===== src/rtl/decimal_entry_pkg.sv =====
// Shared types and constants for the five-digit decimal entry converter.
package decimal_entry_pkg;

  localparam int unsigned NUM_DIGITS = 5;
  localparam int unsigned ACC_WIDTH  = 17;
  localparam logic [ACC_WIDTH-1:0] MAX_VALUE = 17'd65535;

  typedef logic [3:0] bcd_digit_t;

  typedef enum logic [1:0] {
    IDLE    = 2'd0,
    CONVERT = 2'd1,
    DONE    = 2'd2
  } entry_state_t;

  // acc*10 + d built from shifts; 99999 fits in ACC_WIDTH so nothing wraps.
  function automatic logic [ACC_WIDTH-1:0] mul10_add(input logic [ACC_WIDTH-1:0] acc,
                                                      input bcd_digit_t d);
    return (acc << 3) + (acc << 1) + {{(ACC_WIDTH-4){1'b0}}, d};
  endfunction

endpackage


===== src/rtl/decimal_entry_converter_key_edge_detect.sv =====
// Push-button conditioning: SYNC_STAGES synchroniser flops, one history flop,
// single-cycle pulse per 0->1 transition of the synchronised level.
module key_edge_detect #(
  parameter int unsigned SYNC_STAGES = 2
) (
  input  logic Clock,
  input  logic nReset,
  input  logic KeyLevel,
  output logic KeyEdge
);

  logic [SYNC_STAGES-1:0] sync_q;
  logic                   hist_q;

  always_ff @(posedge Clock or negedge nReset) begin
    if (!nReset) begin
      sync_q <= '0;
      hist_q <= 1'b0;
    end else begin
      sync_q <= {sync_q[SYNC_STAGES-2:0], KeyLevel};
      hist_q <= sync_q[SYNC_STAGES-1];
    end
  end

  assign KeyEdge = sync_q[SYNC_STAGES-1] & ~hist_q;

endmodule


===== src/rtl/decimal_entry_converter.sv =====
// Five-digit BCD entry from buttons/switches, converted to 16-bit binary by a
// five-step multiply-by-10 sequence on Enter.
module decimal_entry_converter
  import decimal_entry_pkg::*;
#(
  parameter int unsigned SYNC_STAGES = 2,
  parameter logic        SATURATE    = 1'b1
) (
  input  logic        Clock,
  input  logic        nReset,
  input  logic [3:0]  DigitIn,
  input  logic        DigitStrobe,
  input  logic        Backspace,
  input  logic        Clear,
  input  logic        Enter,
  output logic        Busy,
  output logic [15:0] ValueOut,
  output logic        ValueValid,
  output logic        Overflow,
  output logic [19:0] DigitsOut,
  output logic [2:0]  DigitCount
);

  logic digit_edge, back_edge, clear_edge, enter_edge;

  key_edge_detect #(.SYNC_STAGES(SYNC_STAGES)) u_digit (
    .Clock(Clock), .nReset(nReset), .KeyLevel(DigitStrobe), .KeyEdge(digit_edge)
  );
  key_edge_detect #(.SYNC_STAGES(SYNC_STAGES)) u_back (
    .Clock(Clock), .nReset(nReset), .KeyLevel(Backspace), .KeyEdge(back_edge)
  );
  key_edge_detect #(.SYNC_STAGES(SYNC_STAGES)) u_clear (
    .Clock(Clock), .nReset(nReset), .KeyLevel(Clear), .KeyEdge(clear_edge)
  );
  key_edge_detect #(.SYNC_STAGES(SYNC_STAGES)) u_enter (
    .Clock(Clock), .nReset(nReset), .KeyLevel(Enter), .KeyEdge(enter_edge)
  );

  entry_state_t         state_q;
  logic [2:0]           idx_q;
  logic [ACC_WIDTH-1:0] acc_q;
  logic [ACC_WIDTH-1:0] acc_next;
  logic [19:0]          digits_q;
  logic [2:0]           count_q;
  logic [15:0]          value_q;
  logic                 valid_q;
  logic                 ovf_q;
  bcd_digit_t           cur_digit;

  always_comb begin
    cur_digit = '0;
    for (int unsigned i = 0; i < NUM_DIGITS; i++) begin
      if (idx_q == 3'(i)) cur_digit = digits_q[4*i +: 4];
    end
    acc_next = mul10_add(acc_q, cur_digit);
  end

  always_ff @(posedge Clock or negedge nReset) begin
    if (!nReset) begin
      state_q  <= IDLE;
      idx_q    <= '0;
      acc_q    <= '0;
      digits_q <= '0;
      count_q  <= '0;
      value_q  <= '0;
      valid_q  <= 1'b0;
      ovf_q    <= 1'b0;
    end else begin
      valid_q <= 1'b0;
      unique case (state_q)
        IDLE: begin
          if (clear_edge) begin
            digits_q <= '0;
            count_q  <= '0;
            value_q  <= '0;
            ovf_q    <= 1'b0;
          end else if (enter_edge) begin
            acc_q   <= '0;
            idx_q   <= 3'(NUM_DIGITS - 1);
            state_q <= CONVERT;
          end else if (back_edge) begin
            if (count_q != 3'd0) begin
              digits_q <= {4'd0, digits_q[19:4]};
              count_q  <= count_q - 3'd1;
            end
          end else if (digit_edge) begin
            if (DigitIn <= 4'd9 && count_q < 3'(NUM_DIGITS)) begin
              digits_q <= {digits_q[15:0], DigitIn};
              count_q  <= count_q + 3'd1;
            end
          end
        end
        CONVERT: begin
          acc_q <= acc_next;
          // Results are registered on the final step so they are visible
          // throughout the single DONE cycle, together with the valid pulse.
          if (idx_q == 3'd0) begin
            state_q <= DONE;
            valid_q <= 1'b1;
            ovf_q   <= (acc_next > MAX_VALUE);
            if (acc_next > MAX_VALUE) value_q <= SATURATE ? 16'hFFFF : acc_next[15:0];
            else                      value_q <= acc_next[15:0];
          end else begin
            idx_q <= idx_q - 3'd1;
          end
        end
        DONE:    state_q <= IDLE;
        default: state_q <= IDLE;
      endcase
    end
  end

  assign Busy       = (state_q != IDLE);
  assign ValueOut   = value_q;
  assign ValueValid = valid_q;
  assign Overflow   = ovf_q;
  assign DigitsOut  = digits_q;
  assign DigitCount = count_q;

endmodule

===== config.mk =====
export PLATFORM = sky130hd
export DESIGN_NAME = decimal_entry_converter
export DESIGN_NICKNAME = d
export VERILOG_FILES = /design/src/rtl/decimal_entry_pkg.sv /design/src/rtl/decimal_entry_converter_key_edge_detect.sv /design/src/rtl/decimal_entry_converter.sv
export SDC_FILE = /design/constraint.sdc
export NUM_CORES = 1
export LEC_CHECK = 0
export ABC_AREA = 1
export CAP_MARGIN = 20
export CORE_ASPECT_RATIO = 1.2
export CORE_MARGIN = 8
export CORE_UTILIZATION = 61
export DETAILED_ROUTE_END_ITERATION = 8
export PLACE_DENSITY = 0.93
export SLEW_MARGIN = 10
export SYNTH_ARGS = -nofsm -noshare
export SYNTH_HDL_FRONTEND = slang
export SYNTH_SLANG_ARGS = --single-unit

===== constraint.sdc =====
create_clock -name Clock -period 7.7 [get_ports Clock]
set_input_delay 1.54 -clock Clock [delete_from_list [all_inputs] [get_ports Clock]]
set_output_delay 1.54 -clock Clock [all_outputs]
set_load 0.02 [all_outputs]

Word-level counts from Yosys, hierarchy flattened
Cells that the tools add are included.

word-level totals
  flip-flop bits (word level) = 74
  bits in latches = 0
  memory bits (writable) = 0
  ROM bits = 0
  bits of input ports = 10
  output and inout bits = 42
  logic and storage cells = 94
  memories = 0

operators by class
  add/sub/neg operators = 5
  multipliers = 0
  div/mod/pow operators = 0
  order comparisons = 3
  equality and inequality tests = 12
  shifts and indexed selects = 0
  multiplexer cells = 37
  bitwise gates (word level) = 8
  reduce and logical (&&, ||, !) cells = 13

operators with widths
  cell                                                             number
  2-to-1 mux 20 bit                                                6
  2-to-1 mux 16 bit                                                5
  case mux 16 bit (2 select lines)                                 2
  2-to-1 mux 3 bit                                                 9
  2-to-1 mux 4 bit                                                 5
  adder 17 bit                                                     1
  adder 17 x 4 -> 17 bit                                           1
  greater-than comparator 17 x 16 -> 1 bit, second input constant  1
  != test 2 bit, second input constant                             6
  AND reduction 3 bit                                              3
  nonzero test 3 bit                                               3
  == test 3 x 2 -> 1 bit, second input constant                    2
  2-to-1 mux 2 bit                                                 3
  case mux 3 bit (2 select lines)                                  1
  subtractor 3 x 1 -> 3 bit, second input constant                 2
  AND reduction 5 bit                                              1
  AND 1 bit                                                        4
  less-or-equal comparator 4 bit, second input constant            1
  2-to-1 mux 1 bit                                                 4
  inverter 1 bit                                                   4
  case mux 2 bit (2 select lines)                                  1
  AND reduction 4 bit                                              1
  nonzero test 2 bit                                               2
  adder 3 x 1 -> 3 bit, second input constant                      1
  9 further kinds                                                  9

Longest topological paths before layout
Gate-level depths: netlist of run 1.

  word-level depth = 11
  gate-level depth with buffers = 21
  gate-level depth less buffers = 21

Hierarchy
A second synthesis of run 1 with hierarchy kept.

unflattened totals
  cell total of the unflattened synthesis = 562
  area, all modules = 4475.5 µm²

by module, submodules not included
  module                   times used  cells an instance  area each (µm²)  sequential area each (µm²)
  decimal_entry_converter  1           542                4135.2           1551.5
  key_edge_detect          4           5                  85.1             75.1

Least setup slack after synthesis of run 1
Ideal clock, no wire load.

  path type = register -> register
  start = reg idx_q[1]
  end = reg value_q[11], in the netlist ValueOut[11]
  library setup time = 124 ps
  data arrival time = 2804 ps
  required time = 7576 ps
  slack = 4772 ps
  cell stages (with the launch flop) = 19
  buffers on the path = 1
  period minus slack after synthesis = 2928 ps
  cells stage by stage = dfrtp_1 -> inv_1 -> ha_1 -> nand2_1 -> o21ai_0 -> a21oi_1 -> nor3_1 -> o22ai_1 -> fa_1 -> fa_1 -> inv_1 -> nand2_1 -> nand3_2 -> nand2_1 -> nand2_1 -> nand2_2 -> nand4_4 -> buf_6 -> nand3_2

on the way
  word-level cells in the longest chain between the ends = 11
  elaborated cells between the ends (all ways) = 17

ends and longest elaborated chain
  what                                      RTL line                                                      RTL
  start, declared                           decimal_entry_converter.sv:40                                 logic [2:0] idx_q;
  start signal, assigned                    decimal_entry_converter.sv:79                                 idx_q <= 3'(NUM_DIGITS - 1);
  start signal, assigned                    decimal_entry_converter.sv:104                                idx_q <= idx_q - 3'd1;
  logical NOT 3 bit                         decimal_entry_converter.sv:53, decimal_entry_converter.sv:97
  2-to-1 mux 4 bit (5 in a row)             decimal_entry_converter.sv:53                                 if (idx_q == 3'(i)) cur_digit = digits_q[4*i +: 4];
  adder 17 x 4 -> 17 bit                    decimal_entry_pkg.sv:19                                       return (acc << 3) + (acc << 1) + {{(ACC_WIDTH-4){1'b0}}, d};
  greater-than comparator 17 x 16 -> 1 bit  decimal_entry_converter.sv:101                                if (acc_next > MAX_VALUE) value_q <= SATURATE ? 16'hFFFF : acc_next[15:0];
  2-to-1 mux 16 bit                         decimal_entry_converter.sv:101
  2-to-1 mux 16 bit                         decimal_entry_converter.sv:97                                 if (idx_q == 3'd0) begin
  case mux 16 bit (2 select lines)          decimal_entry_converter.sv:70                                 unique case (state_q)
  end signal, assigned                      decimal_entry_converter.sv:101
  end signal, assigned                      decimal_entry_converter.sv:102                                else value_q <= acc_next[15:0];
  end, declared                             decimal_entry_converter.sv:45                                 logic [15:0] value_q;

Parallel ways exist; a longest one is shown, timed or not. The select of a mux whose other input is x is not followed.
A chain may end at the register's enable or synchronous reset.

Final worst setup path of run 1
  start = reg idx_q[0]
  end = reg value_q[10], in the netlist ValueOut[10]

Same word-level chain as after synthesis.

==> results of run 1 <==
layer usage:
layer,global-route usage,up-vias,routed length (µm)
li1,-,1898,-
met1,0.247,1908,4290
met2,0.417,160,5660
met3,0.0526,42,728
met4,0.121,0,426
met5,0,-,0
how the worst max path moves through the flow:
stage	startpoint	end	slack, ns	cells after the start
floorplan	idx_q[1]$_DFFE_PN0P_	ValueOut[11]$_DFFE_PN0P_	4.77	18
global placement	DigitIn[2]	DigitsOut[7]$_DFFE_PN0P_	4.42	7
detailed placement	DigitIn[2]	DigitsOut[2]$_DFFE_PN0P_	4.30	8
CTS	idx_q[0]$_DFFE_PN0P_	ValueOut[8]$_DFFE_PN0P_	4.33	17
global route	idx_q[1]$_DFFE_PN0P_	ValueOut[10]$_DFFE_PN0P_	3.95	16
finish	idx_q[0]$_DFFE_PN0P_	ValueOut[10]$_DFFE_PN0P_	4.32	18
final cells by class:
class / instances / area, µm²
multi-input combinational: 384 / 2160
fill: 495 / 1970
sequential: 74 / 1850
timing repair buffer: 53 / 523
inverter: 86 / 323
clock buffer: 10 / 138
tap: 90 / 113
clock inverter: 6 / 72.6
flip-flops by register name (all words and copies together), names as in the netlist:
name	flops
u_digit.sync_q	2
u_back.sync_q	2
Overflow	1
u_clear.hist_q	1
u_clear.sync_q	2
u_digit.hist_q	1
idx_q	3
u_back.hist_q	1
u_enter.hist_q	1
state_q	2
acc_q	16
u_enter.sync_q	2
ValueOut	16
ValueValid	1
DigitsOut	20
DigitCount	3
through the flow:
step,cell area (µm²),setup slack [ns]
floorplan,4430,4.77
global placement,4970,4.42
detailed placement,4970,4.30
CTS,5180,4.33
global route,5180,3.95
finish,5180,4.32
power by group:
part	leakage, nW	internal (W)	switching (W)	total, W
clock	0.103	0.000162	0.000159	0.000321
combinational	1.65	0.000450	0.000745	0.00120
sequential	0.951	0.000519	0.000114	0.000633
total	2.71	0.00113	0.00102	0.00215
cell usage in the layout (no fill, tap or decap), types with 3 or more instances in the layout:
cell,instances
nand2_2,9
clkbuf_8,10
a22o_1,4
nor2_1,33
fa_1,3
dfrtp_1,74
o21ai_1,4
buf_4,3
clkdlybuf4s50_1,50
nor3_1,3
xor2_1,6
inv_2,6
nand4_1,5
o221ai_1,4
inv_1,80
o21ai_0,47
a21oi_1,17
nand3_2,9
ha_1,33
nand2_1,135
nand3_1,59
worst reg2reg max path, cell delays in order, from the launching register on:
cell and delay [ns]:
dfrtp_1 0.40, inv_1 0.11, ha_1 0.21, nand2_1 0.18
o21ai_0 0.14, o221ai_1 0.18, o221ai_1 0.14, ha_1 0.30
ha_1 0.21, inv_1 0.08, fa_1 0.36, inv_1 0.11
nand3_1 0.08, nand3_1 0.15, nand2_1 0.08, nand2_1 0.08
xor2_1 0.25, nand3_1 0.11, nand3_1 0.12
cell families (layout without fill, tap and decap cells):
family	count (synthesis)	after routing	share of synthesized area
flip-flops	74	74	0.418
AND/OR/NAND/NOR	262	262	0.270
XOR/XNOR	7	7	0.0138
AO/OA/AOI/OAI	79	79	0.0972
buffers and inverters	102	155	0.0938
adder cells (fa/ha/maj)	36	36	0.107
==> impl_metrics.csv, run 1 <==
group,metric,value,unit
setup_path,r2r_slack,4.32,ns
synth,yosysMostFrequentCell,"nand2_1",
setup_path,crit_top_cell,"nand3_1",
placement,placement.io_buffers,51,
setup_path,critical_path_arrival,3.66,ns
floorplan,io_pins,52,
detailed_routing,via_per_inst,5.70,
synth,syn_area,4430,µm²
sta,setup_violations,0,
detailed_routing,num_vias,4008,
setup_path,critPathTopFamily,"adder cells",
synth,ys_types,31,
clocking,cts_resized,0,
detailed_routing,drc_errors,0,
detailed_routing,drtIter0Drc,305,
setup_path,start_kind,"flip-flop",
clocking,holdBufCountCts,0,
layout,antenna_cells,0,
setup_path,cp.required,7.98,ns
placement,routabilityCongestion,0.912,
synth,syn_nets,606,
min_path,min_to,"u_enter.sync_q[1]$_DFF_PN0_",
floorplan,initial_core_util,0.619,
sta,tns,0,ns
layout,syn_to_final_growth,17.0,%
grt,grt_pass1_vias,4172,
synth,synthTopCellsByArea,"dfrtp_1 (42%), nand2_1 (11%), ha_1 (9.3%)",
detailed_routing,dr.pass1.iters,5,
sta,finClkSkew,0.0116,ns
detailed_routing,wl_per_cell,15.8,µm
clocking,path_clk_slew,0.08,ns
synth,synth-seq-cells,74,
placement,hpwl,7930,µm
setup_path,path_cells,"inv_1 -> ha_1 -> nand2_1 -> o21ai_0 -> o221ai_1 -> o221ai_1 -> ha_1 -> ha_1 -> inv_1 -> fa_1 -> inv_1 -> nand3_1 -> nand3_1 -> nand2_1 -> nand2_1 -> xor2_1 -> nand3_1 -> nand3_1",
synth,yosysWarnings,0,
min_path,hp-class,"reg2reg",
clocking,clockBufferDepth,2,
sta,post-route-min-period,3.38,ns
grt,overflow,0,
clocking,htree_num_levels,3,
job,maxCapViolCount,0,
setup_path,r2r_start,"idx_q[0]$_DFFE_PN0P_",
grt,grt_pass1_wl,19000,µm
status,status,"finished, final reports clean",
setup_path,worstSetupPathType,"reg2reg",
detailed_routing,final_antenna_net_count,0,
layout,post-route-util,0.725,
synth,syn_avg_cell_area,7.90,µm²
synth,synth-seq-area-share,0.418,
clocking,cts_setup_buffers,0,
setup_path,end_kind,"flip-flop",
placement,place_inst,687,
power,finalPower,0.00215,W
synth,synthFlopType,"dfrtp_1",
layout,nNetsFinal,654,
grt,grt_util_all_layers,0.232,
power,vdd_drop_max,0.229,mV
min_path,min_path_cells,0,
synth,yosysTopAreaCell,"dfrtp_1",
layout,fin_cells,703,
min_path,min_from,"u_enter.sync_q[0]$_DFF_PN0_",
detailed_routing,wl,11100,µm
floorplan,chipHeight,109,µm
setup_path,critical_path.max_stage_delay,0.40,ns
clocking,clk_root_buffer_cell,"clkbuf_8",
clocking,numCtsBuffers,9,
sta,relSlewSlack,0.376,
floorplan,die_w,93.8,µm
sta,period_share,0.439,
power,cellPowerDensity,415,nW/µm²
clocking,tritoncts,"yes",
setup_path,r2r-end,"ValueOut[10]$_DFFE_PN0P_",
floorplan,rows,34,
floorplan,core,7150,µm²
setup_path,cp_max_fo,8,
power,p_leak,2.71,nW
sta,fmax,0.296,GHz
setup_path,r2r_cells,18,
grt,grt_start_max_net_pins,75,
sta,rsz0062_at_grt,"no",
synth,synth.top_cell.area_share,0.418,
floorplan,die-area,10300,µm²
sta,holdWs,0.358,ns
synth,netlist_instances,560,
setup_path,slowest_stage,"dfrtp_1",
synth,async_flop_share,1.00,
sta,worst_pin_slew,0.935,ns
sta,drv_slew,0,
layout,drive_above_1_share,0.0783,
clocking,clock_sink_count,74,
setup_path,cp_num_buf_inv,3,
clocking,clkLatencyLatePin,0.36,ns
synth,synth_edf_count,0,
synth,synth_common_cells,"nand2_1 (135), inv_1 (80), dfrtp_1 (74), nand3_1 (59), o21ai_0 (47)",
sta,hold_viol,0,
grt,antenna_found_initial,0,
Note: power is estimated with default switching activity, not from simulation.
==> run 2, diff against run 1 <==
- CORE_UTILIZATION: 61 -> 51
- PLACE_DENSITY: 0.93 -> 0.84
- clock period: 7.7 -> 2.9 ns (I/O delays scaled with it)
==> impl_metrics.csv, run 2 (same netlist as run 1, synthesis figures left out) <==
group,metric,value,unit
layout,fin_cells,759,
setup_path,worstSetupPathType,"reg2reg",
layout,syn_to_final_growth,31.1,%
setup_path,crit_top_cell,"nand2_2",
detailed_routing,drtIter0Drc,421,
setup_path,r2r_cells,21,
sta,setup_ws,-0.191,ns
clocking,numCtsBuffers,9,
setup_path,slowest_stage,"dfrtp_1",
setup_path,cp_max_fo,6,
layout,drive_above_1_share,0.223,
setup_path,path_cells,"inv_2 -> ha_4 -> nand2_4 -> inv_4 -> nand2_2 -> nor2_2 -> o221ai_2 -> o221ai_2 -> ha_1 -> ha_4 -> inv_2 -> fa_2 -> inv_2 -> nand2_2 -> nand3_2 -> nand2_2 -> nand2_1 -> nand2_2 -> nand4_4 -> clkbuf_16 -> nand3_2",
grt,grt_pass1_wl,20700,µm
placement,hpwl,8320,µm
detailed_routing,via_per_inst,5.55,
placement,place_inst,731,
sta,post-route-min-period,3.09,ns
clocking,holdBufCountCts,0,
placement,routabilityCongestion,0.931,
detailed_routing,wl,12700,µm
sta,period_share,1.07,
clocking,tritoncts,"yes",
layout,fillers,625,
job,maxCapViolCount,0,
grt,grt_util_all_layers,0.215,
grt,antenna_found_initial,0,
floorplan,initial_core_util,0.520,
floorplan,core,8520,µm²
sta,rsz0062_at_grt,"yes",
detailed_routing,final_antenna_net_count,0,
placement,placed_cell_area,5150,µm²
layout,layout_common_cells,"nand2_1 (115), dfrtp_1 (74), inv_1 (73)",
power,vdd_drop_max,0.790,mV
clocking,path_clk_slew,0.08,ns
layout,design_area,5800,µm²
status,status,"finished, violations left",
floorplan,rows,37,
clocking,clk_root_buffer_cell,"clkbuf_8",
clocking,clockBufferDepth,2,
detailed_routing,wl_per_cell,16.8,µm
grt,overflow,0,
setup_path,critical_path.max_stage_delay,0.42,ns
layout,antenna_cells,0,
sta,finClkSkew,0.0100,ns
sta,relSlewSlack,0.370,
power,p_leak,2.96,nW
setup_path,critical_path_arrival,3.33,ns
floorplan,die-area,11900,µm²
clocking,clock_sink_count,74,
layout,post-route-util,0.681,
grt,grt_start_max_net_pins,75,
layout,nNetsFinal,683,
detailed_routing,num_vias,4209,
sta,setup_violations,25,
power,cellPowerDensity,1120,nW/µm²
grt,grt_pass1_vias,4355,
setup_path,end_kind,"flip-flop",
setup_path,cp.depth,21,
setup_path,start_kind,"flip-flop",
layout,layout_commonest_cell,"nand2_1",
sta,drv_slew,0,
min_path,hp-class,"reg2reg",
setup_path,cp_num_buf_inv,5,
floorplan,die_w,101,µm
setup_path,r2r_slack,-0.19,ns
setup_path,critPathTopFamily,"adder cells",
floorplan,io_pins,52,
min_path,min_path_cells,0,
layout,largest_reg_flops,20,
detailed_routing,dr.pass1.iters,5,
clocking,clkLatencyLatePin,0.36,ns
floorplan,chipHeight,118,µm
status,violations,"negative setup slack",
sta,hold_viol,0,
clocking,htree_num_levels,3,
sta,tns,-3.32,ns
placement,placement.io_buffers,51,
detailed_routing,drc_errors,0,
sta,fmax,0.323,GHz
setup_path,cp.required,3.14,ns
sta,worst_pin_slew,0.946,ns
## run 2: cell types whose count changed in the layout (fill, tap and decap cells not counted), sizes merged
| cell | delta |
|---|---|
| buf | +28 |
| clkinvlp | +2 |
| clkbuf | +2 |
| inv | -1 |
| clkinv | -2 |
## run 2: layer usage
metal	global-route usage	vias up	share of wire
met1	0.230	1984	0.37
li1	-	1961	-
met5	0	-	0
met4	0.102	0	0.039
met3	0.0521	50	0.071
met2	0.381	214	0.52
## run 2: cell type report
type	count	area [µm²]	area share
tap	117	146	0.0252
timing repair buffer	82	791	0.136
clock inverter	5	61.3	0.0106
clock buffer	11	141	0.0244
sequential	74	1850	0.319
inverter	86	325	0.0561
multi-input combinational	384	2490	0.428
## run 2: worst paths after layout
path	from	end
worst min register to register	u_clear.sync_q[0]$_DFF_PN0_	u_clear.sync_q[1]$_DFF_PN0_
worst min-delay path	u_clear.sync_q[0]$_DFF_PN0_	u_clear.sync_q[1]$_DFF_PN0_
worst max-delay path	idx_q[0]$_DFFE_PN0P_	ValueOut[15]$_DFFE_PN0P_
min in group asynchronous	nReset	acc_q[8]$_DFFE_PN0P_
worst max register to register	idx_q[0]$_DFFE_PN0P_	ValueOut[15]$_DFFE_PN0P_
max in group asynchronous	nReset	DigitsOut[10]$_DFFE_PN0P_
## run 2: repair_timing
action                                  in CTS  in global routing
gates resized for setup                     47                 36
endpoints found under the setup margin      23                 30
buffers inserted                             9                  2
gates cloned                                 1                  0
pin swaps                                   16                 15
## run 2: where the power goes
| group | internal, W | switching, W |
|---|---|---|
| combinational | 0.00159 | 0.00238 |
| sequential | 0.00138 | 0.000308 |
| clock | 0.000424 | 0.000408 |
| total | 0.00339 | 0.00309 |
## run 2: per-stage QoR
stage	hold WS (ns)	worst slack [ns]	total power, W
2_1_floorplan	0.284	0.0211	0.00380
3_3_place_gp	0.332	-0.142	0.00487
3_5_place_dp	0.336	-0.269	0.00500
4_1_cts	0.355	-0.0849	0.00613
5_1_grt	0.360	-0.395	0.00692
6_report	0.356	-0.191	0.00648
==> run 3, diff against run 2 <==
- CORE_MARGIN: 8 -> 2
- PLACE_DENSITY: 0.84 -> 0.77
==> impl_metrics.csv, run 3 (same netlist as run 1, synthesis figures left out) <==
group,metric,value,unit
status,status,"finished, violations left",
status,violations,"negative setup slack",
layout,largest_reg_flops,20,
sta,worst_pin_slew,0.947,ns
floorplan,rows,37,
setup_path,critical_path_arrival,3.39,ns
placement,placement.io_buffers,51,
placement,routabilityCongestion,0.987,
floorplan,core,8520,µm²
grt,antenna_found_initial,0,
sta,period_share,1.06,
detailed_routing,drc_errors,0,
detailed_routing,drtIter0Drc,273,
floorplan,die-area,9440,µm²
floorplan,die_w,89.1,µm
clocking,clkLatencyLatePin,0.36,ns
power,combPwrFrac,0.621,
job,maxCapViolCount,0,
layout,post-route-util,0.678,
placement,preCtsSetupSlack,-0.253,ns
min_path,min_path_cells,0,
layout,layout_common_cells,"nand2_1 (119), inv_1 (74), dfrtp_1 (73)",
layout,nNetsFinal,689,
detailed_routing,wl_per_cell,15.4,µm
sta,setup_violations,26,
layout,antenna_cells,0,
sta,post-route-min-period,3.09,ns
clocking,clk_root_buffer_cell,"clkbuf_8",
floorplan,chipHeight,106,µm
setup_path,cp_num_buf_inv,3,
power,p_seq_frac,0.266,
grt,grt_pass1_vias,4188,
layout,syn_to_final_growth,30.5,%
detailed_routing,via_per_inst,5.33,
clocking,tritoncts,"yes",
setup_path,r2r_cells,18,
layout,drive_above_1_share,0.211,
clocking,clockBufferDepth,2,
sta,tns,-3.13,ns
sta,drv_slew,0,
sta,setup_ws,-0.188,ns
setup_path,cp_max_fo,6,
power,vdd_drop_max,0.671,mV
setup_path,end_kind,"flip-flop",
clocking,numCtsBuffers,9,
layout,multiInputGateArea,2430,µm²
grt,grt_start_max_net_pins,75,
clocking,clock_sink_count,74,
placement,hpwl,8160,µm
power,p_leak,2.95,nW
power,netSwitchingPower,0.00299,W
layout,regArea,1850,µm²
setup_path,crit_top_cell,"nand3_1",
setup_path,path_cells,"buf_4 -> ha_4 -> nand2_4 -> o21ai_2 -> a21oi_2 -> nor3_2 -> o22ai_1 -> fa_1 -> buf_6 -> fa_2 -> inv_2 -> nand3_2 -> nand3_4 -> nand2_1 -> nand2_2 -> xor2_2 -> nand3_1 -> nand3_1",
sta,finClkSkew,0.0138,ns
setup_path,cp.depth,18,
setup_path,worstSetupPathType,"reg2reg",
sta,rsz0062_at_grt,"yes",
floorplan,initial_core_util,0.520,
layout,fillers,690,
setup_path,critical_path.max_stage_delay,0.48,ns
clocking,htree_num_levels,3,
setup_path,slowest_stage,"fa_1",
sta,holdWs,0.353,ns
min_path,hp-class,"reg2reg",
grt,grt_pass1_wl,19300,µm
power,switching_share,0.472,
setup_path,critPathTopFamily,"adder cells",
power,finalPower,0.00633,W
clocking,path_clk_slew,0.08,ns
detailed_routing,wl,11800,µm
setup_path,cp.required,3.20,ns
grt,grt_util_all_layers,0.262,
sta,hold_viol,0,
setup_path,start_kind,"flip-flop",
detailed_routing,final_antenna_net_count,0,
power,p_clk_frac,0.112,
sta,fmax,0.324,GHz
power,cellPowerDensity,1100,nW/µm²
detailed_routing,num_vias,4075,
detailed_routing,dr.pass1.iters,5,
sta,relSlewSlack,0.368,
power,internal_power,0.00334,W
floorplan,io_pins,52,
grt,overflow,0,
layout,layout_commonest_cell,"nand2_1",
clocking,holdBufCountCts,0,
-- run 3: changes by cell type in the layout (fill, tap and decap cells not counted), sizes merged --
cell      delta
buf          +6
clkinv       +2
bufinv       -1
clkbuf       -1
clkinvlp     +1
inv          -1
-- run 3: worst reg2reg max path: cells and delay by family, from the launching register on --
kind	cells	cell delay, ns
adders and majority gates	3	1.01
and+or+nand+nor	8	0.68
AOI/OAI and AO/OA	3	0.36
buffers and inverters	3	0.38
DFF	1	0.41
xor gates and xnor gates	1	0.20
-- run 3: metrics by stage --
stage	instances	cell area (µm²)
CTS	762	5620
floorplan	560	4430
detailed placement	738	5200
global placement	738	5200
global route	765	5780
finish	765	5780
-- run 3: area by class of cell --
class / count / share of cell area
clock buffer: 10 / 0.0221
clock inverter: 6 / 0.00758
inverter: 86 / 0.0567
multi-input combinational: 384 / 0.421
sequential: 74 / 0.321
tap: 117 / 0.0253
timing repair buffer: 88 / 0.146
-- run 3: path summary, 6_finish.rpt --
path / from / endpoint / slack, ns
setup / recovery: idx_q[1]$_DFFE_PN0P_ / ValueOut[10]$_DFFE_PN0P_ / -0.19
hold / removal: u_clear.sync_q[0]$_DFF_PN0_ / u_clear.sync_q[1]$_DFF_PN0_ / 0.35
setup reg to reg: idx_q[1]$_DFFE_PN0P_ / ValueOut[10]$_DFFE_PN0P_ / -0.19
hold reg to reg: u_clear.sync_q[0]$_DFF_PN0_ / u_clear.sync_q[1]$_DFF_PN0_ / 0.35
max in group asynchronous: nReset / idx_q[0]$_DFFE_PN0P_ / 1.87
min in group asynchronous: nReset / DigitsOut[5]$_DFFE_PN0P_ / 0.37
-- run 3: timing repair --
| action | 4_1_cts | 5_1_grt |
|---|---|---|
| cloned | 0 | 1 |
| setup buffers | 8 | 2 |
| pin swaps | 18 | 8 |
| gates resized for setup | 45 | 32 |
| endpoints found under the setup margin | 25 | 28 |
-- run 3: power by group through the flow --
stage	logic (W)	registers, W	clock network (W)
after global placement	0.00331	0.00168	0
after CTS	0.00367	0.00168	0.000725
after global routing	0.00434	0.00172	0.000769
after detailed placement	0.00338	0.00169	0
after floorplan	0.00193	0.00187	0
final	0.00393	0.00168	0.000712
-- run 3: routing by layer --
layer | routed length (µm) | vias to the layer above | GRT usage
met5 | 0 | - | 0
met4 | 585 | 0 | 0.120
met3 | 511 | 47 | 0.0559
met2 | 6120 | 142 | 0.454
met1 | 4590 | 1916 | 0.304
li1 | - | 1970 | -
